[src/rtl/alu_op_sequencer.sv]
// Issue stage in front of the combinational ALU. It holds the operands for an opcode-dependent
// settle time, captures a 64-bit HI/LO response and offers it on a valid/ready handshake.
module alu_op_sequencer #(
    parameter int unsigned BASIC_CYCLES = 1,
    parameter int unsigned MUL_CYCLES   = 4,
    parameter int unsigned DIV_CYCLES   = 8
) (
    input  logic        clk,
    input  logic        clr_n,
    input  logic        req_valid,
    output logic        req_ready,
    input  logic [3:0]  req_opcode,
    input  logic [31:0] req_a,
    input  logic [31:0] req_b,
    output logic [31:0] alu_a,
    output logic [31:0] alu_b,
    output logic [3:0]  alu_opcode,
    input  logic [31:0] alu_result,
    input  logic [31:0] alu_result_hi,
    input  logic        alu_carry,
    input  logic        alu_overflow,
    output logic        rsp_valid,
    input  logic        rsp_ready,
    output logic [31:0] rsp_lo,
    output logic [31:0] rsp_hi,
    output logic        rsp_carry,
    output logic        rsp_overflow,
    output logic        rsp_illegal,
    output logic        busy
);

    typedef enum logic [1:0] {
        ST_IDLE = 2'd0,
        ST_EXEC = 2'd1,
        ST_RESP = 2'd2
    } state_e;

    localparam logic [3:0] OP_ADD  = 4'h4;
    localparam logic [3:0] OP_SUB  = 4'h5;
    localparam logic [3:0] OP_MUL  = 4'h6;
    localparam logic [3:0] OP_DIV  = 4'h7;
    localparam logic [3:0] OP_REM  = 4'h8;
    localparam logic [3:0] OP_LAST = 4'hD;

    // The counter is loaded with N-1 so that the capture edge is the N-th edge after accept.
    localparam logic [7:0] BASIC_LOAD = 8'(BASIC_CYCLES - 1);
    localparam logic [7:0] MUL_LOAD   = 8'(MUL_CYCLES - 1);
    localparam logic [7:0] DIV_LOAD   = 8'(DIV_CYCLES - 1);

    function automatic logic [7:0] exec_load(input logic [3:0] op);
        logic [7:0] load;
        if (op == OP_MUL) begin
            load = MUL_LOAD;
        end else if (op == OP_DIV || op == OP_REM) begin
            load = DIV_LOAD;
        end else begin
            load = BASIC_LOAD;
        end
        return load;
    endfunction

    state_e      state_q,        state_d;
    logic [7:0]  cnt_q,          cnt_d;
    logic [31:0] alu_a_q,        alu_a_d;
    logic [31:0] alu_b_q,        alu_b_d;
    logic [3:0]  alu_opcode_q,   alu_opcode_d;
    logic [31:0] rsp_lo_q,       rsp_lo_d;
    logic [31:0] rsp_hi_q,       rsp_hi_d;
    logic        rsp_carry_q,    rsp_carry_d;
    logic        rsp_overflow_q, rsp_overflow_d;
    logic        rsp_illegal_q,  rsp_illegal_d;
    logic        rsp_valid_q,    rsp_valid_d;
    logic        req_ready_q,    req_ready_d;
    logic        busy_q,         busy_d;

    logic        keep_hi;
    logic        keep_flags;

    assign keep_hi    = (alu_opcode_q == OP_MUL) || (alu_opcode_q == OP_DIV);
    assign keep_flags = (alu_opcode_q == OP_ADD) || (alu_opcode_q == OP_SUB);

    always_comb begin
        // NOTE: every _d starts from its _q, so no path through the case below infers a latch.
        state_d        = state_q;
        cnt_d          = cnt_q;
        alu_a_d        = alu_a_q;
        alu_b_d        = alu_b_q;
        alu_opcode_d   = alu_opcode_q;
        rsp_lo_d       = rsp_lo_q;
        rsp_hi_d       = rsp_hi_q;
        rsp_carry_d    = rsp_carry_q;
        rsp_overflow_d = rsp_overflow_q;
        rsp_illegal_d  = rsp_illegal_q;
        rsp_valid_d    = rsp_valid_q;
        req_ready_d    = req_ready_q;
        busy_d         = busy_q;

        case (state_q)
            ST_IDLE: begin
                if (req_valid) begin
                    alu_a_d      = req_a;
                    alu_b_d      = req_b;
                    alu_opcode_d = req_opcode;
                    req_ready_d  = 1'b0;
                    busy_d       = 1'b1;
                    if (req_opcode <= OP_LAST) begin
                        cnt_d   = exec_load(req_opcode);
                        state_d = ST_EXEC;
                    end else begin
                        // Unsupported opcodes skip the ALU entirely and answer at once.
                        rsp_lo_d       = '0;
                        rsp_hi_d       = '0;
                        rsp_carry_d    = 1'b0;
                        rsp_overflow_d = 1'b0;
                        rsp_illegal_d  = 1'b1;
                        rsp_valid_d    = 1'b1;
                        state_d        = ST_RESP;
                    end
                end
            end
            ST_EXEC: begin
                if (cnt_q == 8'd0) begin
                    rsp_lo_d       = alu_result;
                    rsp_hi_d       = keep_hi ? alu_result_hi : 32'd0;
                    rsp_carry_d    = keep_flags & alu_carry;
                    rsp_overflow_d = keep_flags & alu_overflow;
                    rsp_illegal_d  = 1'b0;
                    rsp_valid_d    = 1'b1;
                    state_d        = ST_RESP;
                end else begin
                    cnt_d = cnt_q - 8'd1;
                end
            end
            ST_RESP: begin
                if (rsp_ready) begin
                    rsp_valid_d = 1'b0;
                    req_ready_d = 1'b1;
                    busy_d      = 1'b0;
                    state_d     = ST_IDLE;
                end
            end
            default: begin
                state_d     = ST_IDLE;
                rsp_valid_d = 1'b0;
                req_ready_d = 1'b1;
                busy_d      = 1'b0;
            end
        endcase
    end

    // NOTE: state registers use non-blocking assignments so every flop samples pre-edge values.
    always_ff @(posedge clk or negedge clr_n) begin
        if (!clr_n) begin
            state_q        <= ST_IDLE;
            cnt_q          <= '0;
            alu_a_q        <= '0;
            alu_b_q        <= '0;
            alu_opcode_q   <= '0;
            rsp_lo_q       <= '0;
            rsp_hi_q       <= '0;
            rsp_carry_q    <= 1'b0;
            rsp_overflow_q <= 1'b0;
            rsp_illegal_q  <= 1'b0;
            rsp_valid_q    <= 1'b0;
            req_ready_q    <= 1'b1;
            busy_q         <= 1'b0;
        end else begin
            state_q        <= state_d;
            cnt_q          <= cnt_d;
            alu_a_q        <= alu_a_d;
            alu_b_q        <= alu_b_d;
            alu_opcode_q   <= alu_opcode_d;
            rsp_lo_q       <= rsp_lo_d;
            rsp_hi_q       <= rsp_hi_d;
            rsp_carry_q    <= rsp_carry_d;
            rsp_overflow_q <= rsp_overflow_d;
            rsp_illegal_q  <= rsp_illegal_d;
            rsp_valid_q    <= rsp_valid_d;
            req_ready_q    <= req_ready_d;
            busy_q         <= busy_d;
        end
    end

    assign req_ready    = req_ready_q;
    assign alu_a        = alu_a_q;
    assign alu_b        = alu_b_q;
    assign alu_opcode   = alu_opcode_q;
    assign rsp_valid    = rsp_valid_q;
    assign rsp_lo       = rsp_lo_q;
    assign rsp_hi       = rsp_hi_q;
    assign rsp_carry    = rsp_carry_q;
    assign rsp_overflow = rsp_overflow_q;
    assign rsp_illegal  = rsp_illegal_q;
    assign busy         = busy_q;

endmodule
[config.mk]
export PLATFORM = sky130hd
export DESIGN_NAME = alu_op_sequencer
export DESIGN_NICKNAME = d
export VERILOG_FILES = /design/src/rtl/alu_op_sequencer.sv
export SDC_FILE = /design/constraint.sdc
export NUM_CORES = 1
export LEC_CHECK = 0
export ABC_AREA = 1
export CORE_MARGIN = 3
export CORE_UTILIZATION = 35
export DETAILED_ROUTE_END_ITERATION = 16
export DONT_BUFFER_PORTS = 1
export PLACE_DENSITY = 0.46
export SLEW_MARGIN = 40
export SYNTH_ARGS = -nofsm -noshare
export SYNTH_HDL_FRONTEND = slang
export SYNTH_SLANG_ARGS = --single-unit
[constraint.sdc]
create_clock -name clk -period 2.27 [get_ports clk]
set_clock_uncertainty 0.05 [all_clocks]
set_input_delay 0.454 -clock clk [delete_from_list [all_inputs] [get_ports clk]]
set_output_delay 0.454 -clock clk [all_outputs]
set_load 0.02 [all_outputs]
== Yosys cells after proc, flatten, opt, wreduce, memory -nomap -nowiden ==
Index checks and enable logic that the tools add are counted.
Word-level totals
  word-level logic and storage cells: 81
  flip-flop bits (word level): 148
  bits of input ports: 138
  output and inout port bits: 138
Operators by class
  bitwise operators: 3
  multiplexer cells: 36
  $lt $le $gt $ge: 1
  equality and inequality tests: 15
  reductions and logical operators: 12
  $add $sub $neg: 1
Operator list (count)
  2-to-1 mux 32 bit: 5
  case mux 32 bit (2 select lines): 2
  equality test 4 x 3 -> 1 bit, second input constant: 6
  2-to-1 mux 8 bit: 3
  case mux 8 bit (2 select lines): 1
  2-to-1 mux 1 bit: 12
  != test 2 bit, second input constant: 6
  AND reduction 4 bit: 3
  case mux 1 bit (3 select lines): 3
  logical NOT 8 bit: 1
  2-to-1 mux 2 bit: 4
  subtractor 8 x 1 -> 8 bit, second input constant: 1
  2-to-1 mux 3 bit: 2
  case mux 1 bit (2 select lines): 3
  case mux 2 bit (3 select lines): 1
  AND reduction 3 bit: 2
  equality test 4 bit, second input constant: 1
  <= comparator 4 bit, second input constant: 1
  logical OR 1 bit: 3
  bitwise AND 1 bit: 2
  equality test 2 x 1 -> 1 bit, second input constant: 1
  equality test 2 bit, second input constant: 1
  logical NOT 2 bit: 1
  AND reduction 2 bit: 1
  2 further kinds: 2

== Depth between registers and ports, before layout ==
  depth in word-level cells: 7
  gate-level depth with buffers: 11
  gate-level depth less buffers: 9

== Worst setup path after synthesis ==
No wires, ideal clock.
  path type: flip-flop to flip-flop
  from: register cnt_q[0]
  to: register rsp_hi_q[24] (netlist: rsp_hi[24])
  path slack: 696 ps
  library setup time: 132 ps
  buffers on the path: 2
  arrival time: 1392 ps
  cell stages (with the launch flop): 12
  required time: 2088 ps
  clock period less this slack: 1574 ps
  path through: dfrtp_1 -> inv_1 -> ha_1 -> nand2_1 -> nor2_1 -> nand2_1 -> nand2_1 -> nand2_2 -> buf_6 -> buf_6 -> nand2_1 -> o21ai_0
Between the ends
  word-level cells in the longest chain between the ends: 3
Ends and longest elaborated chain
  start, declared: RTL line 63  | logic [7:0] cnt_q, cnt_d;
  start signal, assigned: RTL line 169  | cnt_q <= cnt_d;
  logical NOT 8 bit: RTL line 122  | if (cnt_q == 8'd0) begin
  != test 2 bit (no line)
  AND reduction 4 bit (no line)
  end signal, assigned: RTL line 174  | rsp_hi_q <= rsp_hi_d;
  end, declared: RTL line 68  | logic [31:0] rsp_hi_q, rsp_hi_d;
No other way between the ends.
A chain may end at the register's enable or synchronous reset.

== Worst setup path after layout ==
  from: register cnt_q[0]
  to: register rsp_lo_q[16] (netlist: rsp_lo[16])
Between the ends
  word-level cells in the longest chain between the ends: 3
Ends and longest elaborated chain
  logical NOT 8 bit: RTL line 122
  != test 2 bit (no line)
  AND reduction 4 bit (no line)
  end signal, assigned: RTL line 173  | rsp_lo_q <= rsp_lo_d;
  end, declared: RTL line 67  | logic [31:0] rsp_lo_q, rsp_lo_d;
No other way between the ends.

==> results_dict.tcl <==
set metrics [dict create \
    hold_viol 148 \
    io_buffers 0 \
    vias 4360 \
    start_kind "register" \
    use_met1_pct 19.7 \
    gp_congestion 0.775 \
    cts_buffer_depth 2 \
    nets 831 \
    status "finished with violations" \
    grt_pass1_vias 4284 \
    violations "negative hold slack" \
    hpwl_um 10900 \
    grt_pass1_wl_um 23500 \
    post_cts_buffers 0 \
    slew_headroom_pct 58.2 \
    r2r_slack_ps 470 \
    critPathMaxFanout 74 \
    syn-num-nets 840 \
    critPathBufInv 2 \
    diodes 0 \
    synthCells 700 \
    fin_setup_tns_ps 0 \
    min_period_over_period_pct 79.2 \
    ir_drop_uv 562 \
    die_w_um 137 \
    power_frac_comb_pct 24.1 \
    synthArstFlopShare_pct 100 \
    p_clk_share_pct 25.3 \
    routed_wl_um 15400 \
    fin_cells 924 \
    path_cells "inv_1 > ha_1 > nand2_1 > nor2_1 > nand2_1 > nand2_1 > nand2_4 > buf_12 > nand2_1 > o21ai_0" \
    num_rows 47 \
    insertion_delay_ps 410 \
    cts_resized 0 \
    root_buffer "clkbuf_16" \
    htreeDepth 4 \
    syn_avg_cell_area_um2 8.59 \
    crit_arrival_ps 2020 \
    grt_max_degree 149 \
    cts_buffers 17 \
    ys.flop_type "dfrtp_1" \
    ioPinCount 276 \
    place_ws_ps 474 \
    slew_viol_final 0 \
    antenna_found_initial 0 \
    intPower_uw 6100 \
    antenna_left 0 \
    coreArea_um2 16700 \
    drc 0 \
    rsz0062_at_grt "false" \
    routedWlPerCell_um 16.6 \
    vias_per_cell 4.72 \
    firstDrtPassIters 6 \
    cpMaxStageDelayCell "dfrtp_1" \
    power_density_nw_per_um2 1600 \
    die_y_um 137 \
    cpMostUsedCell "nand2_1" \
    globalRouteMet3Util_pct 8.42 \
    period_needed_ps 1800 \
    tightest_slew_ps 627 \
    p_switching_uw 4730 \
    swShare_pct 43.7 \
    yosys_register_bits 148 \
    grt_overflow_total 0 \
    syn-cell-area_um2 6010 \
    clkTransAtPathRegs_ps 60 \
    dieArea_um2 18800 \
    power_frac_seq_pct 50.6 \
    syn_to_final_growth_pct 12.7 \
    fin_ws_ps 472 \
    placed_cells 892 \
    synthDistinctLibCells 24 \
    fmax_mhz 556 \
    met2_usage_pct 24.6 \
    cp_top_family "simple AND/OR/NAND/NOR gates" \
    cts_tree "built" \
    yosysSeqAreaShare_pct 61.6 \
    drt_first_iter_violations 222 \
    mostFrequentLayoutCell "nand2_1" \
    final_cell_mix "372 x nand2_1, 147 x dfrtp_1, 60 x o21ai_0" \
    whs_ps -312 \
    ys_warn_count 0 \
    synth_edf_count 0 \
    hold_path.class "in2async" \
    grt.total_usage_pct 16.2 \
    max_stage_delay_ps 390 \
    endpoint_kind "register" \
    start_util_pct 36.0 \
    setup_violations 0 \
    p_leak_uw 0.00334 \
    drv_cap 0 \
    drive_gt1_share_pct 6.68 \
    numClockSinks 148 \
    grt_most_used_layer "met2" \
    path_class "reg2reg" \
    crit_required_ps 2490 \
]
final cells by class:
class / count / area (um^2)
clock inverter: 11 / 128
multi-input combinational: 496 / 2050
clock buffer: 21 / 450
timing repair buffer: 8 / 85.1
fill: 1712 / 9930
inverter: 20 / 75.1
sequential: 148 / 3700
tap: 220 / 275
sequential cells by signal, indices dropped and copies added (netlist names):
register      flops
alu_a            32
alu_b            32
busy              1
rsp_hi           32
rsp_overflow      1
cnt_q             8
rsp_lo           32
rsp_illegal       1
rsp_carry         1
req_ready         1
alu_opcode        4
state_q           2
rsp_valid         1
layer usage:
layer,part of all wire (%),up-vias
met4,1.7,0
met5,0,-
li1,-,2151
met2,45,219
met1,40,1971
met3,14,19
worst register-to-register path: stages, from the launching register on:
cell,delay [ps]
dfrtp_1,390
inv_1,110
ha_1,160
nand2_1,50
nor2_1,110
nand2_1,70
nand2_1,110
nand2_4,170
buf_12,240
nand2_1,120
o21ai_0,90
worst paths after layout:
kind | startpoint | to | cells past startpoint
min in group clk | req_b[1] | alu_b[1]$_DFFE_PN0P_ | 2
worst min-delay path | clr_n | rsp_hi[11]$_DFFE_PN0P_ | 0
worst min register to register | cnt_q[0]$_DFFE_PN0P_ | cnt_q[0]$_DFFE_PN0P_ | 2
max in group asynchronous | clr_n | req_ready$_DFFE_PN1P_ | 0
worst max register to register | cnt_q[0]$_DFFE_PN0P_ | rsp_lo[16]$_DFFE_PN0P_ | 10
worst max-delay path | cnt_q[0]$_DFFE_PN0P_ | rsp_lo[16]$_DFFE_PN0P_ | 10
power groups by stage:
| stage | Sequential (uW) | Combinational, uW | Clock, uW |
|---|---|---|---|
| 6_report | 5480 | 2610 | 2740 |
| 5_1_grt | 5620 | 3130 | 2980 |
| 4_1_cts | 5510 | 2680 | 2850 |
| 3_5_place_dp | 5530 | 2700 | 0 |
| 3_3_place_gp | 5540 | 2570 | 0 |
| 2_1_floorplan | 5210 | 2230 | 0 |
cells by family (layout without fill, tap and decap cells):
| family | count (synthesis) | after routing | synth area share [%] |
|---|---|---|---|
| AO/OA/AOI/OAI | 79 | 79 | 6.68 |
| XOR/XNOR | 2 | 2 | 0.291 |
| flip-flops | 148 | 148 | 61.6 |
| adder cells (fa/ha/maj) | 2 | 2 | 0.416 |
| buffers and inverters | 56 | 60 | 4.39 |
| AND/OR/NAND/NOR | 413 | 413 | 26.6 |
cell usage after synthesis, types with 5 or more instances:
| library cell | instances | area, um^2 |
|---|---|---|
| dfrtp_1 | 147 | 3680 |
| nor2_1 | 18 | 67.6 |
| nand2_1 | 372 | 1400 |
| o21ai_1 | 17 | 85.1 |
| o21ai_0 | 60 | 300 |
| inv_1 | 18 | 67.6 |
| nand3_1 | 13 | 65.1 |
| buf_6 | 5 | 56.3 |
| clkbuf_1 | 18 | 67.6 |
| buf_2 | 12 | 60.1 |
per-stage QoR:
stage                     instance area [um^2]  total power, uW  utilization [%]
after detailed placement                  6190             8230             37.1
after floorplan                           6010             7450                -
after CTS                                 6770            11000             40.6
after global placement                    6190             8110             37.1
after global routing                      6770            11700             40.6
final                                     6770            10800             40.6
No activity file was read; power rests on OpenSTA's default activity.
